### config.mk
export PLATFORM = sky130hd
export DESIGN_NAME = fetch_sequencer
export DESIGN_NICKNAME = d
export VERILOG_FILES = /design/src/rtl/fetch_sequencer.sv
export SDC_FILE = /design/constraint.sdc
export NUM_CORES = 1
export LEC_CHECK = 0
export ABC_CLOCK_PERIOD_IN_PS = 6820
export BUFFER_PORTS_ARGS = -buffer_cell sky130_fd_sc_hd__buf_2
export CORE_MARGIN = 3
export CORE_UTILIZATION = 58
export CTS_BUF_LIST = sky130_fd_sc_hd__clkbuf_4 sky130_fd_sc_hd__clkbuf_8 sky130_fd_sc_hd__clkbuf_16
export DETAILED_ROUTE_END_ITERATION = 16
export PLACE_DENSITY_LB_ADDON = 0.05
export SLEW_MARGIN = 20
export SYNTH_ARGS = -nofsm -noshare
export SYNTH_HDL_FRONTEND = slang
export SYNTH_SLANG_ARGS = --single-unit
export TNS_END_PERCENT = 20
### constraint.sdc
create_clock -name CLK -period 6.82 [get_ports CLK]
set_input_delay 0.682 -clock CLK [delete_from_list [all_inputs] [get_ports CLK]]
set_output_delay 0.682 -clock CLK [all_outputs]
set_load 0.03 [all_outputs]
### src/rtl/fetch_sequencer.sv
// Control sequencer for the 24-bit ROM / 8-bit PC fetch stage: decode, flags, call stack, MUL hold, HALT/fault.
// PCSrc/target/reg_we are combinational from state and instr (zero-delay-slot branches); holds are branch-to-self.
module fetch_sequencer #(
  parameter int STACK_DEPTH = 4,
  parameter int MUL_LAT     = 3
) (
  input  logic                          CLK,
  input  logic                          reset,
  input  logic [23:0]                   instr,
  input  logic [7:0]                    pc,
  input  logic [2:0]                    alu_flags,
  output logic                          PCSrc,
  output logic [7:0]                    target,
  output logic                          reg_we,
  output logic [2:0]                    flags,
  output logic                          halted,
  output logic                          fault,
  output logic [$clog2(STACK_DEPTH):0]  sp
);

  localparam int IW  = $clog2(STACK_DEPTH);
  localparam int SPW = IW + 1;
  localparam logic [3:0] CNT_INIT = 4'((MUL_LAT > 1) ? (MUL_LAT - 2) : 0);

  localparam logic [3:0] OP_NOP  = 4'd0;
  localparam logic [3:0] OP_ALU  = 4'd1;
  localparam logic [3:0] OP_MUL  = 4'd2;
  localparam logic [3:0] OP_JMP  = 4'd3;
  localparam logic [3:0] OP_BCC  = 4'd4;
  localparam logic [3:0] OP_CALL = 4'd5;
  localparam logic [3:0] OP_RET  = 4'd6;
  localparam logic [3:0] OP_HALT = 4'd7;

  typedef enum logic [1:0] {
    ST_RUN      = 2'd0,
    ST_MUL_WAIT = 2'd1,
    ST_HALT     = 2'd2
  } state_t;

  state_t           state_q, state_d;
  logic [2:0]       flags_q, flags_d;
  logic [SPW-1:0]   sp_q, sp_d;
  logic [3:0]       cnt_q, cnt_d;
  logic             fault_q, fault_d;
  logic             push_en;
  logic [7:0]       stack_q [STACK_DEPTH];

  logic [3:0]       op;
  logic [3:0]       cond;
  logic [7:0]       imm;
  logic [7:0]       pc_inc;
  logic [SPW-1:0]   sp_m1;
  logic [IW-1:0]    top_idx;
  logic [7:0]       stack_top;
  logic             stack_full;
  logic             stack_empty;
  logic             cond_true;
  logic             unused_bits;

  assign op          = instr[23:20];
  assign cond        = instr[19:16];
  assign imm         = instr[7:0];
  assign pc_inc      = pc + 8'd1;
  assign sp_m1       = sp_q - SPW'(1);
  assign top_idx     = sp_m1[IW-1:0];
  assign stack_top   = stack_q[top_idx];
  assign stack_full  = (sp_q >= SPW'(STACK_DEPTH));
  assign stack_empty = (sp_q == '0);
  assign unused_bits = ^{instr[15:8], sp_m1[IW]};

  // flags are {C,N,Z}
  always_comb begin
    cond_true = 1'b0;
    case (cond)
      4'd0:    cond_true = 1'b1;
      4'd1:    cond_true = flags_q[0];
      4'd2:    cond_true = ~flags_q[0];
      4'd3:    cond_true = flags_q[1];
      4'd4:    cond_true = ~flags_q[1];
      4'd5:    cond_true = flags_q[2];
      4'd6:    cond_true = ~flags_q[2];
      default: cond_true = 1'b0;
    endcase
  end

  always_ff @(posedge CLK) begin
    if (reset) begin
      state_q <= ST_RUN;
      flags_q <= '0;
      sp_q    <= '0;
      cnt_q   <= '0;
      fault_q <= 1'b0;
    end else begin
      state_q <= state_d;
      flags_q <= flags_d;
      sp_q    <= sp_d;
      cnt_q   <= cnt_d;
      fault_q <= fault_d;
    end
  end

  // Entries above sp are don't-care, so the array itself needs no reset.
  always_ff @(posedge CLK) begin
    if (push_en && !reset) begin
      stack_q[sp_q[IW-1:0]] <= pc_inc;
    end
  end

  always_comb begin
    state_d = state_q;
    flags_d = flags_q;
    sp_d    = sp_q;
    cnt_d   = cnt_q;
    fault_d = fault_q;
    push_en = 1'b0;
    case (state_q)
      ST_RUN: begin
        case (op)
          OP_NOP, OP_JMP, OP_BCC: ;
          OP_ALU:  flags_d = alu_flags;
          OP_MUL: begin
            if (MUL_LAT > 1) begin
              cnt_d   = CNT_INIT;
              state_d = ST_MUL_WAIT;
            end
          end
          OP_CALL: begin
            if (!stack_full) begin
              push_en = 1'b1;
              sp_d    = sp_q + SPW'(1);
            end else begin
              fault_d = 1'b1;
              state_d = ST_HALT;
            end
          end
          OP_RET: begin
            if (!stack_empty) begin
              sp_d = sp_m1;
            end else begin
              fault_d = 1'b1;
              state_d = ST_HALT;
            end
          end
          OP_HALT: state_d = ST_HALT;
          default: begin
            fault_d = 1'b1;
            state_d = ST_HALT;
          end
        endcase
      end
      ST_MUL_WAIT: begin
        if (cnt_q != 4'd0) begin
          cnt_d = cnt_q - 4'd1;
        end else begin
          state_d = ST_RUN;
        end
      end
      ST_HALT: ;
      default: state_d = ST_RUN;
    endcase
  end

  // Any hold (MUL, HALT, fault) is a branch to the current PC.
  always_comb begin
    PCSrc  = 1'b0;
    target = imm;
    reg_we = 1'b0;
    if (reset) begin
      target = 8'd0;
    end else begin
      case (state_q)
        ST_RUN: begin
          case (op)
            OP_NOP:  ;
            OP_ALU:  reg_we = 1'b1;
            OP_MUL: begin
              if (MUL_LAT == 1) begin
                reg_we = 1'b1;
              end else begin
                PCSrc  = 1'b1;
                target = pc;
              end
            end
            OP_JMP:  PCSrc = 1'b1;
            OP_BCC:  PCSrc = cond_true;
            OP_CALL: begin
              PCSrc = 1'b1;
              if (stack_full) target = pc;
            end
            OP_RET: begin
              PCSrc  = 1'b1;
              target = stack_empty ? pc : stack_top;
            end
            default: begin
              PCSrc  = 1'b1;
              target = pc;
            end
          endcase
        end
        ST_MUL_WAIT: begin
          if (cnt_q != 4'd0) begin
            PCSrc  = 1'b1;
            target = pc;
          end else begin
            reg_we = 1'b1;
          end
        end
        default: begin
          PCSrc  = 1'b1;
          target = pc;
        end
      endcase
    end
  end

  assign flags  = flags_q;
  assign sp     = sp_q;
  assign fault  = fault_q;
  assign halted = (state_q == ST_HALT);

endmodule

After elaboration in Yosys (flattened, before gate mapping). Memory sizes are Yosys's and may differ from the RTL's. Cells that the tools add are included.

Equality and inequality tests: 25. Muxes and demuxes: 34. Reductions and logical operators: 17. $lt $le $gt $ge: 1. Bitwise operators: 5. $add $sub $neg: 4.

Operators by type and width (count): $mux W8 (4); $eq A4 B3 Y1 const B (7); $pmux W8 S3 (1); $eq A4 B2 Y1 const B (4); $pmux W8 S2 (1); $ne A2 B2 Y1 const B (7); $mux W1 (12); $add A8 B1 Y8 const B (1); $eq A4 B1 Y1 const B (2); $logic_not A4 Y1 (2); $mux W4 (2); $pmux W2 S4 (1); $pmux W4 S2 (1); $reduce_and A4 Y1 (2); $pmux W1 S7 (1); $mux W2 (3); $mux W3 (2); $ne A3 B3 Y1 const B (2); $pmux W1 S2 (3); $pmux W2 S3 (1); $pmux W3 S2 (1); $reduce_or A6 Y1 (1); $not A1 Y1 (5); $reduce_and A5 Y1 (1); 18 further kinds (19).

Input bits: 37. Logic and storage cells: 92. Memories: 1. Bits in writable memories: 32. Register bits after elaboration: 13.

Memory list: stack_q (words 4, bits a word 8, read ports 1, clocked after Yosys merged registers in 0, write ports 1, RTL line 46) `logic [7:0] stack_q [STACK_DEPTH];`.

Logic depth before layout (Yosys ltp).
Depth in word-level cells: 7. Gate-level depth with buffers: 8.

Worst setup path before layout. OpenSTA, ideal clock, no wires.

Kind: register to output. Start point: register sp_q[0], in the netlist sp[0]. End point: output port target[0]. Path buffers: 1. Required time: 6.138 ns. Arrival time: 2.980 ns. Setup slack: 3.158 ns. Cell stages (with the launch flop): 9. Cell sequence: dfxtp_1 clkbuf_1 inv_1 ha_1 ha_1 or3b_1 a311o_1 a21oi_4 o221ai_1.

Word-level cells in the longest chain between the ends: 6. Elaborated cells on any way between the ends: 9. Those cells by class: add/sub: 1; order compare: 1; mux: 5; reduce/logical: 1; memory: 1.

RTL lines: start, declared (RTL line 42) `logic [SPW-1:0] sp_q, sp_d;`; start signal, assigned (RTL line 96) `sp_q <= sp_d;`; $sub A3 B1 Y3 (RTL line 64) `assign sp_m1 = sp_q - SPW'(1);`; $mem_v2 Z4 W8; $mux W8 (RTL line 192) `target = stack_empty ? pc : stack_top;`; $pmux W8 S3 (*) (RTL line 173) `case (op)`; $pmux W8 S2 (*) (RTL line 171) `case (state_q)`; $mux W8 (*) (RTL line 168) `if (reset) begin`; end, declared (RTL line 13) `output logic [7:0] target,`.

Every way passes the cells marked *; elsewhere a longest branch is shown, timed or not.

Worst setup path in the final report.
Start point: register sp_q[0], in the netlist sp[0]. End point: output port target[4].

The elaborated chain is that of the path after synthesis.

==> impl_metrics.py <==
metrics = {
    "route": {
        "postRouteAntennaNets": 0,
        "post-route-drc-count": 0,
        "post_drt_wl_per_cell_um": 17.40,
        "route.final.wire_length_um": 5289,
        "route.detailed.vias_per_inst": 5.954,
        "first_pass_iters": 4,
        "route.vias.total": 1810,
        "initialDrtViolationCount": 149,
    },
    "yosys": {
        "ys.warnings.count": 0,
        "netlist-cell-type-count": 50,
        "syn-cell-area_mm2": 0.002445,
        "synth_top_flop_cell": "sky130_fd_sc_hd__edfxtp_1",
        "postSynthRegisterBits": 45,
        "post_synth_edffs": 32,
        "postSynthAreaPerCell_um2": 11.53,
        "synth-seq-area-share": 0.4995,
        "async_flop_share": 0,
        "synth_fp_nets": 257,
        "postSynthCellCount": 212,
    },
    "global_route": {
        "grt.overflow.total": 0,
        "grt_antenna_before_repair": 0,
        "grt_pass1_wl_um": 8569,
        "gr-usage-all-layers": 0.2213,
        "grt_start_max_net_pins": 26,
        "first_global_vias": 1740,
    },
    "setup_path": {
        "timing.critical_path.buf_inv": 2,
        "end_kind": "primary output",
        "crit_type": "flop to primary output",
        "regToRegStartpoint": "sp[0]",
        "timing.critical_path.fanout_max": 12,
        "critical_path.most_common_cell": "sky130_fd_sc_hd__ha_1",
        "arrival_ns": 3.39,
        "worst-r2r-setup-slack_ns": 3.69,
        "worst_r2r_endpoint": "stack_q[3][7]",
        "critPathSlowestCell": "sky130_fd_sc_hd__dfxtp_1",
        "list_of_cells_traversed_by_the_critical_path": "inv_1, ha_1, ha_1, or3b_1, a311o_1, a21oi_4, o221ai_1, buf_2",
        "critPathRequiredTime_ns": 6.14,
        "worst-r2r-cell-count": 7,
        "worst_path_dominant_cell_family": "compound AO/OA/AOI/OAI gates",
        "max_stage_delay_ns": 0.82,
        "setup.worst_path.start_class": "flop",
    },
    "clock_tree": {
        "cts_max_level": 2,
        "ctsHoldBuffers": 0,
        "clock_tree_from_tritoncts": "yes",
        "clk_pin_slew_worst_paths_ns": 0.08,
        "clock_sinks": 45,
        "cts.repair_timing.setup_buffer_count": 0,
        "post_cts_resize_count": 0,
        "number_of_buffers_added_by_the_clock_tree_synthesis_step": 5,
        "clk_path_buf_depth": 2,
        "clockRootBuffer": "sky130_fd_sc_hd__clkbuf_8",
        "insertion_delay_to_the_later_sink_of_the_worst_skew_pair_ns": 0.30,
    },
    "floorplan": {
        "floorplan.initialDensity": 0.6344,
        "height_of_the_die_um": 70.93,
        "core_region_area_mm2": 0.003854,
        "num_rows": 22,
        "die-area_mm2": 0.005030,
        "ios": 55,
        "chipWidth_um": 70.93,
    },
    "power": {
        "leak_pwr_nw": 1.096,
        "switching_share": 0.2602,
        "worst_ir_drop_vdd_mv": 0.1512,
        "pwr-share-seq": 0.562,
        "p_int_mw": 0.3956,
        "share_clk_of_total_power": 0.291,
        "pwr-share-comb": 0.147,
        "finalPower_mw": 0.5347,
        "power.density_mw_per_mm2": 193.3,
        "net-switching-power_mw": 0.1391,
    },
    "min_path": {
        "hold_path.class": "flop to flop",
        "worst_hold_path_endpoint": "fault",
        "worst_hold_startpoint": "fault",
        "hold_depth": 2,
    },
    "timing": {
        "setup_viol": 0,
        "finalWorstPathRequiredPeriod_ns": 4.077,
        "finalCritPeriodShare": 0.5978,
        "finClkSkew_ns": 0.005084,
        "layout_setup_ws_ns": 2.743,
        "unrepaired_setup_endpoints_after_global_routing": "false",
        "finalHoldWorstSlack_ns": 0.4549,
        "total_negative_setup_slack_ns": 0,
        "transition_time_at_the_pin_with_the_least_slew_margin_ns": 0.9241,
        "peak_clock_frequency_supported_by_timing_mhz": 245.3,
        "final-hold-violation-count": 0,
        "drv_slew": 0,
        "maxSlewHeadroom": 0.3810,
    },
    "final_layout": {
        "layout_commonest_cell": "sky130_fd_sc_hd__buf_2",
        "insertedDiodeCount": 0,
        "layout_common_cells": "sky130_fd_sc_hd__buf_2 (46), sky130_fd_sc_hd__edfxtp_1 (32), sky130_fd_sc_hd__inv_1 (17), sky130_fd_sc_hd__nor2_1 (17), sky130_fd_sc_hd__nand2_1 (15)",
        "fill_cells": 298,
        "postLayoutCellArea_mm2": 0.002766,
        "final_util": 0.7179,
        "area_growth_pct": 13.15,
        "final-instance-count-excl-fill": 304,
        "nets": 300,
        "layout-drive-gt1-share": 0.2656,
    },
    "placement": {
        "place.detailed.hpwl_um": 3766,
        "portBuffers": 46,
        "placed_area_mm2": 0.002685,
        "preCtsSetupSlack_ns": 3.091,
        "post-place-cells": 296,
        "place_congestion": 0.7887,
    },
    "status": {
        "outcome": "finished, final reports clean",
    },
    "job": {
        "maxCapViolCount": 0,
    },
}
[sequential cells by signal, indices dropped and copies added, names as in the netlist]
name,cells
fault,1
flags,3
state_q,2
stack_q,32
sp,3
cnt_q,4
[routing by layer]
metal | GRT usage | share of wire | vias to the layer above
met3 | 0.05114 | 0.057 | 11
met2 | 0.3625 | 0.52 | 56
met5 | 0 | 0 | -
li1 | - | - | 867
met4 | 0.06472 | 0.012 | 0
met1 | 0.2954 | 0.41 | 876
[kinds of logic (layout without fill, tap and decap cells)]
| logic type | count (synthesis) | in the layout | share of synthesized area |
|---|---|---|---|
| xor+xnor | 10 | 10 | 0.03582 |
| compound gates | 35 | 35 | 0.1126 |
| fa+ha+maj | 8 | 8 | 0.04094 |
| mux | 12 | 12 | 0.09058 |
| buf+inv | 27 | 71 | 0.04657 |
| flops | 45 | 45 | 0.4995 |
| simple gates | 75 | 75 | 0.1740 |
[synth_stat cells (all sizes together) (2+ instances only)]
cell    instances  area share
xnor2           6       0.021
nand3           3      0.0061
a21oi           7       0.019
a21o            2      0.0061
and2            5       0.013
clkbuf          3      0.0046
and3            3      0.0077
xor2            4       0.014
nor4b           3       0.013
ha              8       0.041
o221ai          9       0.035
nor2           17       0.026
dfxtp          13        0.11
or3b            2      0.0072
or3             2      0.0051
buf             7       0.016
mux2i           3       0.012
nor3            2      0.0041
nor2b           4       0.010
nand2b          9       0.023
nor3b           2      0.0061
inv            17       0.026
a31oi           3      0.0077
o21ai           3      0.0061
mux4            8       0.074
a211oi          4       0.012
nand2          15       0.023
edfxtp         32        0.39
[power groups by stage]
stage	Clock [mW]	Combinational [mW]	Sequential [mW]
finish	0.156	0.0787	0.300
global route	0.171	0.0855	0.301
CTS	0.160	0.0786	0.300
detailed placement	0	0.0781	0.307
global placement	0	0.0762	0.306
floorplan	0	0.0529	0.306
[area by class of cell]
cell class,instances,area [um2],share of cell area
sequential,45,1221,0.4414
multi-input combinational,140,1110,0.4012
timing repair buffer,46,230.2,0.08322
clock buffer,5,68.82,0.02488
inverter,17,63.81,0.02307
tap,48,60.06,0.02171
clock inverter,3,12.51,0.004523
[tightest hold or removal path, cell delays in order, from the launching register on]
cell and delay [ns]:
sky130_fd_sc_hd__dfxtp_1 0.32, sky130_fd_sc_hd__inv_1 0.05, sky130_fd_sc_hd__a21oi_1 0.05
[worst max path at each step]
stage | startpoint | end | slack (ns) | cells after the start
floorplan | sp[0] | target[0] | 3.16 | 8
global placement | sp[0] | target[0] | 3.18 | 8
detailed placement | sp[0] | target[4] | 3.09 | 8
CTS | sp[0] | target[4] | 2.75 | 8
global route | sp[0] | target[4] | 2.55 | 8
finish | sp[0] | target[4] | 2.74 | 8
Note: power is estimated with default switching activity, not from simulation.
